$ cat src/rtl/dbg_port_arbiter.sv
// dbg_port_arbiter
//   Round-robin share of the core's single debug command port between NREQ
//   requesters. In IDLE the winning requester's command is latched and driven
//   to the core. The core's ready ends BUSY, and a cycle counter can abort a
//   hung debug unit. The unit then spends one DRAIN cycle on NOP so the core
//   can drop ready. A NOP command (8'h00) bypasses the core and completes at once.
//
// Ports
//   clk_i, rstn_i             clock, synchronous active-low reset
//   req_i[NREQ]               per-requester request, held until its done pulse
//   req_cmd_i/addr_i/data_i   packed per-requester command/address/write data
//   gnt_o[NREQ]               one-hot grant, held from latch until DRAIN ends
//   done_o[NREQ]              one-cycle completion pulse to the granted requester
//   err_o                     with done_o: 1 = command timed out
//   rdata_o                   result data, held until the next completion
//   busy_o                    high in BUSY and DRAIN
//   dbg_cmd_o/addr_o/data_o   command to the core debug unit
//   dbg_data_i, dbg_ready_i   response from the core debug unit
module dbg_port_arbiter #(
   parameter int          NREQ     = 2,
   parameter int          TIMEOUT  = 1024,
   parameter logic [31:0] ERR_DATA = 32'hDEADBEEF
) (
   input  logic                 clk_i,
   input  logic                 rstn_i,
   input  logic [NREQ-1:0]      req_i,
   input  logic [NREQ*8-1:0]    req_cmd_i,
   input  logic [NREQ*32-1:0]   req_addr_i,
   input  logic [NREQ*32-1:0]   req_data_i,
   output logic [NREQ-1:0]      gnt_o,
   output logic [NREQ-1:0]      done_o,
   output logic                 err_o,
   output logic [31:0]          rdata_o,
   output logic                 busy_o,
   output logic [7:0]           dbg_cmd_o,
   output logic [31:0]          dbg_addr_o,
   output logic [31:0]          dbg_data_o,
   input  logic [31:0]          dbg_data_i,
   input  logic                 dbg_ready_i
);

   localparam int GW = (NREQ > 1) ? $clog2(NREQ) : 1;
   localparam int CW = (TIMEOUT > 1) ? $clog2(TIMEOUT) : 1;
   localparam logic [CW-1:0] TMAX = CW'(TIMEOUT - 1);

   typedef enum logic [1:0] {S_IDLE, S_BUSY, S_DRAIN} state_t;

   state_t            state_q, state_d;
   logic [NREQ-1:0]   gnt_q, gnt_d;
   logic [NREQ-1:0]   done_q, done_d;
   logic              err_q, err_d;
   logic [31:0]       rdata_q, rdata_d;
   logic              busy_q, busy_d;
   logic [7:0]        cmd_q, cmd_d;
   logic [31:0]       addr_q, addr_d;
   logic [31:0]       wdata_q, wdata_d;
   logic [CW-1:0]     cnt_q, cnt_d;
   logic [GW-1:0]     last_q, last_d;

   logic              sel_found;
   logic [GW-1:0]     sel_idx;
   logic [7:0]        sel_cmd;
   logic [NREQ-1:0]   sel_oh;

   // (base + k) mod NREQ, i.e. the k-th requester after base with wrap-around
   function automatic logic [GW-1:0] wrap_idx(input logic [GW-1:0] base, input int k);
      int s;
      s = (int'(base) + k) % NREQ;
      return GW'(s);
   endfunction

   // Round-robin pick: scan starting one past the last grant, so the last
   // winner is checked last and cannot starve anyone.
   always_comb begin
      sel_found = 1'b0;
      sel_idx   = '0;
      for (int k = 1; k <= NREQ; k++) begin
         if (!sel_found && req_i[wrap_idx(last_q, k)]) begin
            sel_found = 1'b1;
            sel_idx   = wrap_idx(last_q, k);
         end
      end
      sel_cmd = req_cmd_i[8*sel_idx +: 8];
      sel_oh  = {{(NREQ-1){1'b0}}, 1'b1} << sel_idx;
   end

   always_comb begin
      state_d = state_q;
      gnt_d   = gnt_q;
      done_d  = '0;
      err_d   = err_q;
      rdata_d = rdata_q;
      cmd_d   = cmd_q;
      addr_d  = addr_q;
      wdata_d = wdata_q;
      cnt_d   = cnt_q;
      last_d  = last_q;
      case (state_q)
         S_IDLE: begin
            cmd_d = 8'h00;
            if (sel_found) begin
               cmd_d   = sel_cmd;
               addr_d  = req_addr_i[32*sel_idx +: 32];
               wdata_d = req_data_i[32*sel_idx +: 32];
               gnt_d   = sel_oh;
               last_d  = sel_idx;
               cnt_d   = '0;
               if (sel_cmd == 8'h00) begin
                  // NOP never reaches the core; rdata is left untouched
                  done_d  = sel_oh;
                  err_d   = 1'b0;
                  state_d = S_DRAIN;
               end else begin
                  state_d = S_BUSY;
               end
            end
         end
         S_BUSY: begin
            // ready is checked first so it beats a coincident timeout
            if (dbg_ready_i) begin
               rdata_d = dbg_data_i;
               done_d  = gnt_q;
               err_d   = 1'b0;
               cmd_d   = 8'h00;
               state_d = S_DRAIN;
            end else if (TIMEOUT != 0 && cnt_q == TMAX) begin
               rdata_d = ERR_DATA;
               done_d  = gnt_q;
               err_d   = 1'b1;
               cmd_d   = 8'h00;
               state_d = S_DRAIN;
            end else begin
               cnt_d = cnt_q + CW'(1);
            end
         end
         S_DRAIN: begin
            gnt_d   = '0;
            cmd_d   = 8'h00;
            state_d = S_IDLE;
         end
         default: state_d = S_IDLE;
      endcase
      busy_d = (state_d != S_IDLE);
   end

   always_ff @(posedge clk_i) begin
      if (!rstn_i) begin
         state_q <= S_IDLE;
         gnt_q   <= '0;
         done_q  <= '0;
         err_q   <= 1'b0;
         rdata_q <= '0;
         busy_q  <= 1'b0;
         cmd_q   <= '0;
         addr_q  <= '0;
         wdata_q <= '0;
         cnt_q   <= '0;
         last_q  <= GW'(NREQ - 1);
      end else begin
         state_q <= state_d;
         gnt_q   <= gnt_d;
         done_q  <= done_d;
         err_q   <= err_d;
         rdata_q <= rdata_d;
         busy_q  <= busy_d;
         cmd_q   <= cmd_d;
         addr_q  <= addr_d;
         wdata_q <= wdata_d;
         cnt_q   <= cnt_d;
         last_q  <= last_d;
      end
   end

   assign gnt_o      = gnt_q;
   assign done_o     = done_q;
   assign err_o      = err_q;
   assign rdata_o    = rdata_q;
   assign busy_o     = busy_q;
   assign dbg_cmd_o  = cmd_q;
   assign dbg_addr_o = addr_q;
   assign dbg_data_o = wdata_q;

endmodule

$ cat config.mk
export PLATFORM = sky130hd
export DESIGN_NAME = dbg_port_arbiter
export DESIGN_NICKNAME = d
export VERILOG_FILES = /design/src/rtl/dbg_port_arbiter.sv
export SDC_FILE = /design/constraint.sdc
export NUM_CORES = 1
export LEC_CHECK = 0
export ABC_AREA = 1
export ABC_CLOCK_PERIOD_IN_PS = 2300
export CAP_MARGIN = 10
export CORE_MARGIN = 8
export CORE_UTILIZATION = 39
export DETAILED_ROUTE_END_ITERATION = 8
export GPL_ROUTABILITY_DRIVEN = 0
export PLACE_DENSITY = 0.87
export SLEW_MARGIN = 5
export SYNTH_ARGS = -nofsm -noshare
export SYNTH_HDL_FRONTEND = slang
export SYNTH_SLANG_ARGS = --single-unit
$ cat constraint.sdc
create_clock -name clk_i -period 2.3 [get_ports clk_i]
set_clock_uncertainty 0.2 [all_clocks]
set_input_delay 0.23 -clock clk_i [delete_from_list [all_inputs] [get_ports clk_i]]
set_output_delay 0.23 -clock clk_i [all_outputs]
set_load 0.05 [all_outputs]
======== Yosys cells after proc, flatten, opt, wreduce, memory -nomap -nowiden ========
Cells that the tools add are included.
word-level totals
  bits in registers ....................... 123
  input port bits ......................... 181
  output and inout port bits .............. 110
  word-level logic and storage cells ...... 78
operators by class
  add/sub/neg operators ................... 3
  magnitude comparators ................... 2
  equality and inequality tests ........... 8
  shifts and indexed selects .............. 4
  mux-type cells .......................... 35
  reduce and logical (&&, ||, !) cells .... 15
operators by type and width
  operator                                             count
  indexed part select 64 x 7 -> 32 bit                 2
  2-to-1 mux 32 bit                                    2
  2-to-1 mux 10 bit                                    3
  2-to-1 mux 8 bit                                     3
  case mux 8 bit (3 select lines)                      1
  case mux 10 bit (2 select lines)                     1
  2-to-1 mux 2 bit                                     9
  indexed part select 16 x 5 -> 8 bit                  1
  2-to-1 mux 1 bit                                     12
  case mux 2 bit (2 select lines)                      3
  adder 10 x 1 -> 10 bit (second input constant)       1
  == test 10 bit (second input constant)               1
  logical NOT 8 bit                                    1
  != test 2 bit (second input constant)                4
  AND reduction 2 bit                                  4
  AND reduction 4 bit                                  2
  nonzero test 2 bit                                   4
  < comparator 1 x 2 -> 1 bit (second input constant)  2
  != test 3 bit (second input constant)                1
  nonzero test 3 bit                                   1
  adder 1 bit (second input constant)                  2
  == test 2 x 1 -> 1 bit (second input constant)       1
  == test 2 bit (second input constant)                1
  logical NOT 2 bit                                    1
  other kinds (4)                                      4

======== Longest topological paths before layout ========
Gate-level depths: netlist of the first run.
  word-level depth ........................ 13
  mapped depth ............................ 12
  mapped depth without buffers ............ 11

======== Worst setup path after synthesis of the first run ========
Ideal clock, no wire load.
  path type ............................... register -> register
  start ................................... register state_q[0]
  end ..................................... register addr_q[0] (netlist: dbg_addr_o[0])
  library setup time ...................... 0.137 ns
  arrival time ............................ 1.393 ns
  required time ........................... 1.963 ns
  slack ................................... 0.571 ns
  cell stages (with the launch flop) ...... 8
  path buffers ............................ 2
  period minus slack after synthesis ...... 1.729 ns
  path through ............................ dfxtp_1 inv_1 ha_1 inv_1 nor2_2 buf_2 clkbuf_1 a31oi_1
between the ends
  word-level cells in the longest chain between the ends .. 2
ends and longest elaborated chain
  item                                  line  text
  start, declared                       48    state_t state_q, state_d;
  start signal, assigned                160   state_q <= state_d;
  logical NOT 2 bit                     98    case (state_q)
  AND reduction 2 bit (no source line)  --
  end signal, assigned                  167   addr_q <= addr_d;
  end, declared                         55    logic [31:0] addr_q, addr_d;
Every way passes these cells.
A chain may end at the register's enable or synchronous reset.

======== Final worst setup path of the first run ========
  start ................................... register gnt_q[1] (netlist: gnt_o[1])
  end ..................................... output port gnt_o[1]
RTL lines
  item                    line  text
  start, declared         49    logic [NREQ-1:0] gnt_q, gnt_d;
  start signal, assigned  161   gnt_q <= gnt_d;
  end, declared           30    output logic [NREQ-1:0] gnt_o,
No word-level cell between the ends.

==> impl_metrics.csv, run 1 <==
group,metric,value,unit
yosys,synthAdderAreaFrac,0.00928,
layout,insertedDiodeCount,0,
yosys,synthSimpleGateAreaFrac,0.267,
clock_network,cts-resized-gates,0,
pwr,totalPowerFinal,0.00742,W
yosys,synth_compound_area_frac,0.184,
yosys,yosys_register_bits,123,
clock_network,cts_tree,"done",
global_route,track_usage,0.215,
clock_network,clkTransAtPathRegs,0.06,ns
die,initial_core_util,0.395,
setup_path,path_delay_family,"buffers and inverters",
drt,wl_per_cell,15.8,um
yosys,syn_inst,770,
placement,hpwl,14.5,mm
die,coreArea,13700,sq um
setup_path,critPathSlowestCell,"clkdlybuf4s50_1",
layout,finish.net_count,1232,
timing,final.min_clock_period,2.06,ns
yosys,synthMuxAreaShare,0,
yosys,seq_area_frac_synth,0.457,
timing,final.setup.tns,0,ns
drt,num_vias,6121,
timing,max_freq,485,MHz
clock_network,clk_latency,0.41,ns
yosys,synth_xor_xnor_area_share,0.00487,
timing,finalHoldViolCount,0,
hold_path,whs_path_depth,3,
setup_path,end_kind,"output pin",
global_route,grt_pass1_wl,30.9,mm
drt,first_pass_iters,7,
global_route,grt_pass1_vias,6146,
yosys,synth_top_family_by_area,"simple AND/OR/NAND/NOR gates",
pwr,power.share.combinational,0.302,
clock_network,cts-root-buf,"clkbuf_16",
pwr,seq_power_share,0.333,
die,dieWidth,134,um
global_route,grt_max_degree,87,
timing,post-route-period-util,0.896,
timing,max_slew_margin,0.440,
clock_network,cts_hold_buf,0,
timing,drv_slew,0,
timing,setup_viol,0,
yosys,yosys_warnings,0,
clock_network,cts.sinks,123,
placement,port_buffers,290,
die,rows,43,
clock_network,htree_levels,4,
setup_path,worst-path-buf-inv,1,
die,die_h,134,um
setup_path,required,1.87,ns
yosys,synthesis.nets,955,
layout,syn_to_final_growth,68.0,%
flow_run,maxCapViolCount,0,
hold_path,hold_class,"input pin to flip-flop",
layout,final_common_cell,"clkdlybuf4s50_1",
pwr,intPower,0.00491,W
clock_network,cts_buffers,17,
pwr,ir_worst_vdd,0.429,mV
layout,layout_common_cells,"289 x clkdlybuf4s50_1, 222 x nand2_1, 123 x dfxtp_1, 90 x o21ai_0, 85 x nor2_1",
setup_path,r2r_cells,7,
pwr,power.density,819,nW/um^2
setup_path,criticalPathCategory,"flip-flop to output pin",
clock_network,post_cts_buffers,0,
setup_path,crit_cells,1,
pwr,p_leak,3.81,nW
global_route,grt_antenna_before_repair,0,
setup_path,path_max_fanout,3,
pwr,switchingPower,0.00251,W
layout,drive_above_1_share,0.0557,
setup_path,critical_path.cell_chain,"clkdlybuf4s50_1",
drt,drt_iter0_drc,339,
clock_network,clockBufferDepth,2,
yosys,syn_area,5390,sq um
run_status,status,"completed",
timing,rsz0062_at_grt,"false",
pwr,switching_share,0.339,
die,pin_count,291,
drt,avgViaCountPerCell,4.94,
global_route,grt_overflow,0,
setup_path,critPathLaunchType,"flip-flop",
drt,drt_wl_total,19.5,mm
setup_path,critPathArrivalTime,1.63,ns
setup_path,cp_slowest_stage_delay,0.84,ns
timing,worst_pin_slew,0.835,ns
die,dieArea,17800,sq um
pwr,clockPowerShare,0.365,
drt,drc,0,
drt,ant_nets,0,
yosys,avgSynthCellArea,7.00,sq um
yosys,synth_cell_types,26,
==> power by group through the flow <==
stage | Combinational, W | Clock [W] | Sequential, W
3_5_place_dp | 0.00224 | 0 | 0.00251
4_1_cts | 0.00226 | 0.00276 | 0.00247
5_1_grt | 0.00239 | 0.00285 | 0.00249
6_report | 0.00224 | 0.00271 | 0.00247
2_1_floorplan | 0.000587 | 0 | 0.00324
3_3_place_gp | 0.00222 | 0 | 0.00250
==> sequential cells by signal, summed over array words and instances, names as in the netlist <==
signal and flops:
dbg_cmd_o 8, dbg_addr_o 32, cnt_q 10, gnt_o 2, busy_o 1, last_q 1, state_q 2, dbg_data_o 32
rdata_o 32, err_o 1, done_o 2
==> worst paths after layout <==
kind	startpoint	end	slack, ns
setup / recovery	gnt_o[1]	gnt_o[1]	0.24
hold / removal	req_data_i[9]	dbg_data_o[9]	0.19
setup reg to reg	state_q[1]	dbg_addr_o[7]	0.28
hold reg to reg	rdata_o[8]	rdata_o[8]	0.26
==> routing by layer <==
| layer | part of all wire | track usage |
|---|---|---|
| met2 | 0.50 | 0.385 |
| met1 | 0.37 | 0.211 |
| met4 | 0.027 | 0.0892 |
| met5 | 0 | 0 |
| met3 | 0.10 | 0.0968 |
==> area by class of cell <==
class / count / area (sq um)
Tap cell: 180 / 225
Multi-Input combinational cell: 544 / 2510
Fill cell: 1139 / 4610
Clock inverter: 14 / 171
Clock buffer: 18 / 429
Timing Repair Buffer: 305 / 3050
Sequential cell: 123 / 2460
Inverter: 56 / 210
==> Yosys cell counts <==
| master | count | share of area |
|---|---|---|
| nand3b_1 | 8 | 0.011 |
| buf_2 | 19 | 0.018 |
| nand4_1 | 3 | 0.0035 |
| nor2_2 | 4 | 0.0046 |
| a21oi_1 | 24 | 0.022 |
| o21ai_1 | 2 | 0.0019 |
| xnor2_1 | 1 | 0.0016 |
| o21ai_2 | 1 | 0.0016 |
| inv_1 | 54 | 0.038 |
| clkbuf_1 | 26 | 0.018 |
| dfxtp_1 | 123 | 0.46 |
| buf_6 | 1 | 0.0021 |
| buf_4 | 1 | 0.0014 |
| xor2_1 | 2 | 0.0032 |
| nand2_2 | 4 | 0.0046 |
| ha_1 | 4 | 0.0093 |
| o21ai_0 | 90 | 0.084 |
| a31oi_1 | 64 | 0.074 |
| nand3_1 | 25 | 0.023 |
| nor2_1 | 85 | 0.059 |
| nand2_1 | 222 | 0.15 |
| nor3_1 | 3 | 0.0028 |
| clkinv_1 | 1 | 0.00070 |
| nand3_2 | 1 | 0.0019 |
| nor3_2 | 1 | 0.0019 |
| inv_2 | 1 | 0.00070 |
==> stage by stage <==
step,hold WS [ns],instances,cell area [sq um],setup WS [ns],util
2_1_floorplan,0.179,770,5390,0.571,-
3_3_place_gp,0.248,1208,8460,0.170,0.619
3_5_place_dp,0.251,1208,8460,0.0489,0.619
4_1_cts,0.170,1240,9060,0.222,0.663
5_1_grt,0.185,1240,9060,0.0962,0.663
6_report,0.191,1240,9060,0.239,0.663
==> logic make-up after synthesis <==
family,after synthesis
flip-flops,123
AND/OR/NAND/NOR,356
buffers and inverters,103
AO/OA/AOI/OAI,181
adder cells (fa/ha/maj),4
XOR/XNOR,3
(Power assumes the default switching activity.)
==> inputs of run 2 (changes only) <==
--- a/config.mk
+++ b/config.mk
@@ -8,10 +8,13 @@
 export ABC_AREA = 1
 export ABC_CLOCK_PERIOD_IN_PS = 2300
 export CAP_MARGIN = 10
+export CELL_PAD_IN_SITES_DETAIL_PLACEMENT = 0
+export CELL_PAD_IN_SITES_GLOBAL_PLACEMENT = 1
 export CORE_MARGIN = 8
-export CORE_UTILIZATION = 39
+export CORE_UTILIZATION = 26
 export DETAILED_ROUTE_END_ITERATION = 8
 export GPL_ROUTABILITY_DRIVEN = 0
+export HOLD_SLACK_MARGIN = 0.06
 export PLACE_DENSITY = 0.87
 export SLEW_MARGIN = 5
 export SYNTH_ARGS = -nofsm -noshare
==> run 2 against run 1 <==
- sequential cell count did not move
- sequential power is essentially flat
- hold slack worse by 0.0070 ns
- worst setup slack got worse by 0.0017 ns
- clock power up 6%
- largest power group unchanged
==> impl_metrics.csv, run 2 (same netlist as run 1, synthesis figures left out) <==
group,metric,value,unit
clock_network,clk_latency,0.41,ns
global_route,grt_max_degree,52,
placement,port_buffers,290,
setup_path,worst_setup_path_endpoint,"dbg_data_o[31]",
timing,final.setup.tns,0,ns
setup_path,rr_endpoint,"cnt_q[0]",
global_route,grt_overflow,0,
global_route,track_usage,0.156,
setup_path,critical_path.cell_chain,"clkdlybuf4s50_1",
clock_network,clockBufferDepth,2,
global_route,grt_antenna_before_repair,1,
global_route,grt_pass1_vias,5989,
timing,worst_pin_slew,0.565,ns
setup_path,criticalPathCategory,"flip-flop to output pin",
pwr,ir_worst_vdd,0.429,mV
clock_network,cts_buffers,17,
clock_network,cts_tree,"done",
die,die_h,160,um
layout,syn_to_final_growth,72.7,%
layout,fillCellCount,2068,
placement,hpwl,15.2,mm
setup_path,worst-path-buf-inv,1,
setup_path,crit_start,"dbg_data_o[31]",
die,dieArea,25600,sq um
clock_network,cts-resized-gates,0,
timing,finalHoldViolCount,0,
global_route,grt_pass1_wl,32.4,mm
setup_path,critPathArrivalTime,1.63,ns
drt,drt_iter0_drc,285,
run_status,status,"completed",
drt,ant_nets,0,
die,coreArea,20300,sq um
setup_path,path_delay_family,"buffers and inverters",
layout,final_common_cell,"clkdlybuf4s50_1",
clock_network,cts.sinks,123,
pwr,p_leak,3.89,nW
timing,max_slew_margin,0.622,
layout,fin_util,0.459,
drt,avgViaCountPerCell,4.48,
clock_network,cts-root-buf,"clkbuf_16",
setup_path,r2r_setup_slack,0.28,ns
setup_path,critPathLaunchType,"flip-flop",
layout,layout_common_cells,"289 x clkdlybuf4s50_1, 222 x nand2_1, 123 x dfxtp_1, 90 x o21ai_0, 85 x nor2_1",
timing,post-route-period-util,0.897,
clock_network,clkTransAtPathRegs,0.06,ns
setup_path,required,1.87,ns
drt,drc,0,
setup_path,end_kind,"output pin",
setup_path,r2r_cells,10,
die,initial_core_util,0.266,
timing,drv_slew,0,
layout,insertedDiodeCount,0,
timing,setup_viol,0,
setup_path,cp_slowest_stage_delay,0.85,ns
drt,first_pass_iters,4,
flow_run,maxCapViolCount,0,
drt,wl_per_cell,15.2,um
die,dieWidth,160,um
hold_path,hold_class,"input pin to flip-flop",
timing,final.min_clock_period,2.06,ns
layout,finish.net_count,1239,
timing,rsz0062_at_grt,"false",
drt,num_vias,5986,
layout,drive_above_1_share,0.0600,
setup_path,critPathSlowestCell,"clkdlybuf4s50_1",
timing,max_freq,485,MHz
die,pin_count,291,
setup_path,crit_cells,1,
die,rows,52,
clock_network,htree_levels,4,
timing,fin_hold_ws,0.184,ns
setup_path,regToRegStartpoint,"cnt_q[0]",
drt,drt_wl_total,20.3,mm
clock_network,post_cts_buffers,0,
pwr,power.density,821,nW/um^2
setup_path,path_max_fanout,2,
clock_network,cts_hold_buf,1,
pwr,totalPowerFinal,0.00765,W
==> run 2: worst min path at each step <==
stage                   start              to  slack (ns)  cells past startpoint
5_1_grt        req_data_i[12]  dbg_data_o[12]        0.17                      3
3_3_place_gp      rdata_o[17]     rdata_o[17]        0.25                      2
3_5_place_dp       rdata_o[4]      rdata_o[4]        0.25                      2
4_1_cts        req_addr_i[15]  dbg_addr_o[15]        0.16                      3
6_report        req_data_i[9]   dbg_data_o[9]        0.18                      3
2_1_floorplan  dbg_data_i[14]     rdata_o[14]        0.18                      2
==> run 2: metal layers <==
layer | vias up | track usage | wire length (um)
met5 | - | 0 | 13
li1 | 3089 | - | -
met4 | 2 | 0.0544 | 369
met1 | 2639 | 0.173 | 8470
met2 | 229 | 0.255 | 9370
met3 | 27 | 0.0797 | 2080
==> run 2: where the power goes <==
| part | switching [W] | leakage, nW | total [W] | internal (W) |
|---|---|---|---|---|
| clock | 0.00101 | 0.302 | 0.00288 | 0.00187 |
| combinational | 0.00141 | 2.57 | 0.00230 | 0.000892 |
| sequential | 0.000111 | 1.01 | 0.00247 | 0.00236 |
| total | 0.00253 | 3.89 | 0.00765 | 0.00511 |
==> run 2: stage by stage <==
| step | std cells | area [sq um] | setup slack [ns] |
|---|---|---|---|
| floorplan | 770 | 5390 | 0.571 |
| global placement | 1304 | 8680 | 0.171 |
| detailed placement | 1304 | 8680 | 0.130 |
| CTS | 1336 | 9310 | 0.193 |
| global route | 1336 | 9310 | 0.0597 |
| finish | 1336 | 9310 | 0.237 |
==> run 2: final cells by class <==
type	count	area, sq um	area share
multi-input combinational	544	2510	0.270
timing repair buffer	312	3170	0.340
clock inverter	11	168	0.0180
tap	270	338	0.0363
sequential	123	2460	0.264
clock buffer	20	457	0.0490
inverter	56	210	0.0226
==> inputs of run 3 (changes only) <==
==> constraint.sdc (replaced) <==
create_clock -name clk_i -period 2.3 [get_ports clk_i]
set_clock_uncertainty 0.2 [all_clocks]
set_input_delay 0.345 -clock clk_i [delete_from_list [all_inputs] [get_ports clk_i]]
set_output_delay 0.345 -clock clk_i [all_outputs]
set_load 0.05 [all_outputs]
==> run 3 against run 2 <==
- routed wire length up 1.1%
- via count up 1.5%
- critical path depth unchanged
- total power up 2.4%
- register-to-register slack about the same
==> impl_metrics.csv, run 3 (same netlist as run 1, synthesis figures left out) <==
group,metric,value,unit
layout,fin_area,9420,sq um
placement,port_buffers,290,
setup_path,critical_path.cell_chain,"clkdlybuf4s50_1",
setup_path,worst-path-buf-inv,1,
global_route,grt_pass1_vias,6122,
timing,final.min_clock_period,2.18,ns
layout,drive_above_1_share,0.0679,
layout,syn_to_final_growth,74.7,%
drt,first_pass_iters,4,
drt,wl_per_cell,15.3,um
global_route,track_usage,0.159,
timing,max_slew_margin,0.617,
drt,wirelength_met1,8.80,mm
run_status,status,"completed",
setup_path,critPathArrivalTime,1.63,ns
drt,routed-wl-met2,9.37,mm
pwr,ir_worst_vdd,0.468,mV
timing,setup_viol,0,
global_route,grt_pass1_wl,32.9,mm
layout,layout_common_cells,"289 x clkdlybuf4s50_1, 222 x nand2_1, 123 x dfxtp_1, 90 x o21ai_0, 85 x nor2_1",
placement,placed_cell_area,8760,sq um
die,initial_core_util,0.266,
clock_network,cts-root-buf,"clkbuf_16",
clock_network,cts_tree,"done",
setup_path,path_max_fanout,2,
clock_network,cts_hold_buf,0,
layout,insertedDiodeCount,0,
timing,worst_pin_slew,0.573,ns
clock_network,post_cts_buffers,0,
clock_network,clkTransAtPathRegs,0.06,ns
layout,final_common_cell,"clkdlybuf4s50_1",
flow_run,maxCapViolCount,0,
timing,post-route-period-util,0.947,
clock_network,clockBufferDepth,2,
timing,rsz0062_at_grt,"false",
layout,finish.net_count,1247,
timing,max_freq,459,MHz
setup_path,critPathLaunchType,"flip-flop",
layout,stdcell_count,1345,
global_route,grt_antenna_before_repair,0,
setup_path,end_kind,"output pin",
setup_path,path_delay_family,"buffers and inverters",
placement,post-place-cells,1313,
die,die_h,160,um
layout,seq_area,2460,sq um
timing,final.setup.tns,0,ns
die,pin_count,291,
die,dieArea,25600,sq um
setup_path,critPathSlowestCell,"clkdlybuf4s50_1",
die,rows,52,
drt,wl_met3,2.06,mm
placement,hpwl,15.4,mm
global_route,grt_overflow,0,
hold_path,hold_class,"input pin to flip-flop",
clock_network,clk_latency,0.42,ns
drt,avgViaCountPerCell,4.52,
layout,fillCellCount,2032,
clock_network,htree_levels,4,
clock_network,cts.sinks,123,
timing,drv_slew,0,
drt,num_vias,6077,
global_route,grt_max_degree,50,
drt,drt_wl_total,20.5,mm
clock_network,cts_buffers,17,
drt,top_layer_used,"met4",
setup_path,criticalPathCategory,"flip-flop to output pin",
drt,drt_iter0_drc,321,
timing,finalHoldViolCount,0,
die,coreArea,20300,sq um
layout,multi_input_area,2510,sq um
pwr,p_leak,3.95,nW
setup_path,cp_slowest_stage_delay,0.85,ns
pwr,power.density,831,nW/um^2
drt,drc,0,
die,dieWidth,160,um
setup_path,required,1.75,ns
drt,ant_nets,0,
clock_network,cts-resized-gates,0,
==> run 3: power breakdown <==
part,leakage [nW],switching (W),internal (W)
Sequential,1.01,0.000112,0.00236
Clock,0.317,0.00101,0.00201
Combinational,2.62,0.00142,0.000921
Total,3.95,0.00254,0.00529
==> run 3: worst paths after layout <==
check | endpoint | depth (start not counted) | from | slack [ns]
max | dbg_data_o[31] | 1 | dbg_data_o[31] | 0.12
max reg2reg | dbg_addr_o[27] | 8 | state_q[1] | 0.27
min reg2reg | rdata_o[8] | 2 | rdata_o[8] | 0.26
min | cnt_q[0] | 3 | rstn_i | 0.14
==> run 3: through the flow <==
stage | hold slack [ns] | util | worst slack, ns | power (W)
global route | 0.134 | 0.464 | 0.0502 | 0.00820
CTS | 0.115 | 0.464 | 0.0736 | 0.00794
finish | 0.136 | 0.464 | 0.123 | 0.00783
floorplan | 0.254 | - | 0.571 | 0.00382
global placement | 0.247 | 0.431 | 0.0642 | 0.00486
detailed placement | 0.254 | 0.431 | 0.0385 | 0.00487
==> run 3: layout make-up <==
type                       count  share of cell area
clock buffer                  22              0.0503
clock inverter                10              0.0199
inverter                      56              0.0223
multi-input combinational    544               0.267
sequential                   123               0.261
tap                          270              0.0359
timing repair buffer         320               0.343
==> run 3: per-layer routing <==
layer  vias up  global-route usage
met1      2724               0.185
met3        20              0.0725
met5         -                   0
met4         0              0.0514
met2       223               0.254
li1       3110                   -
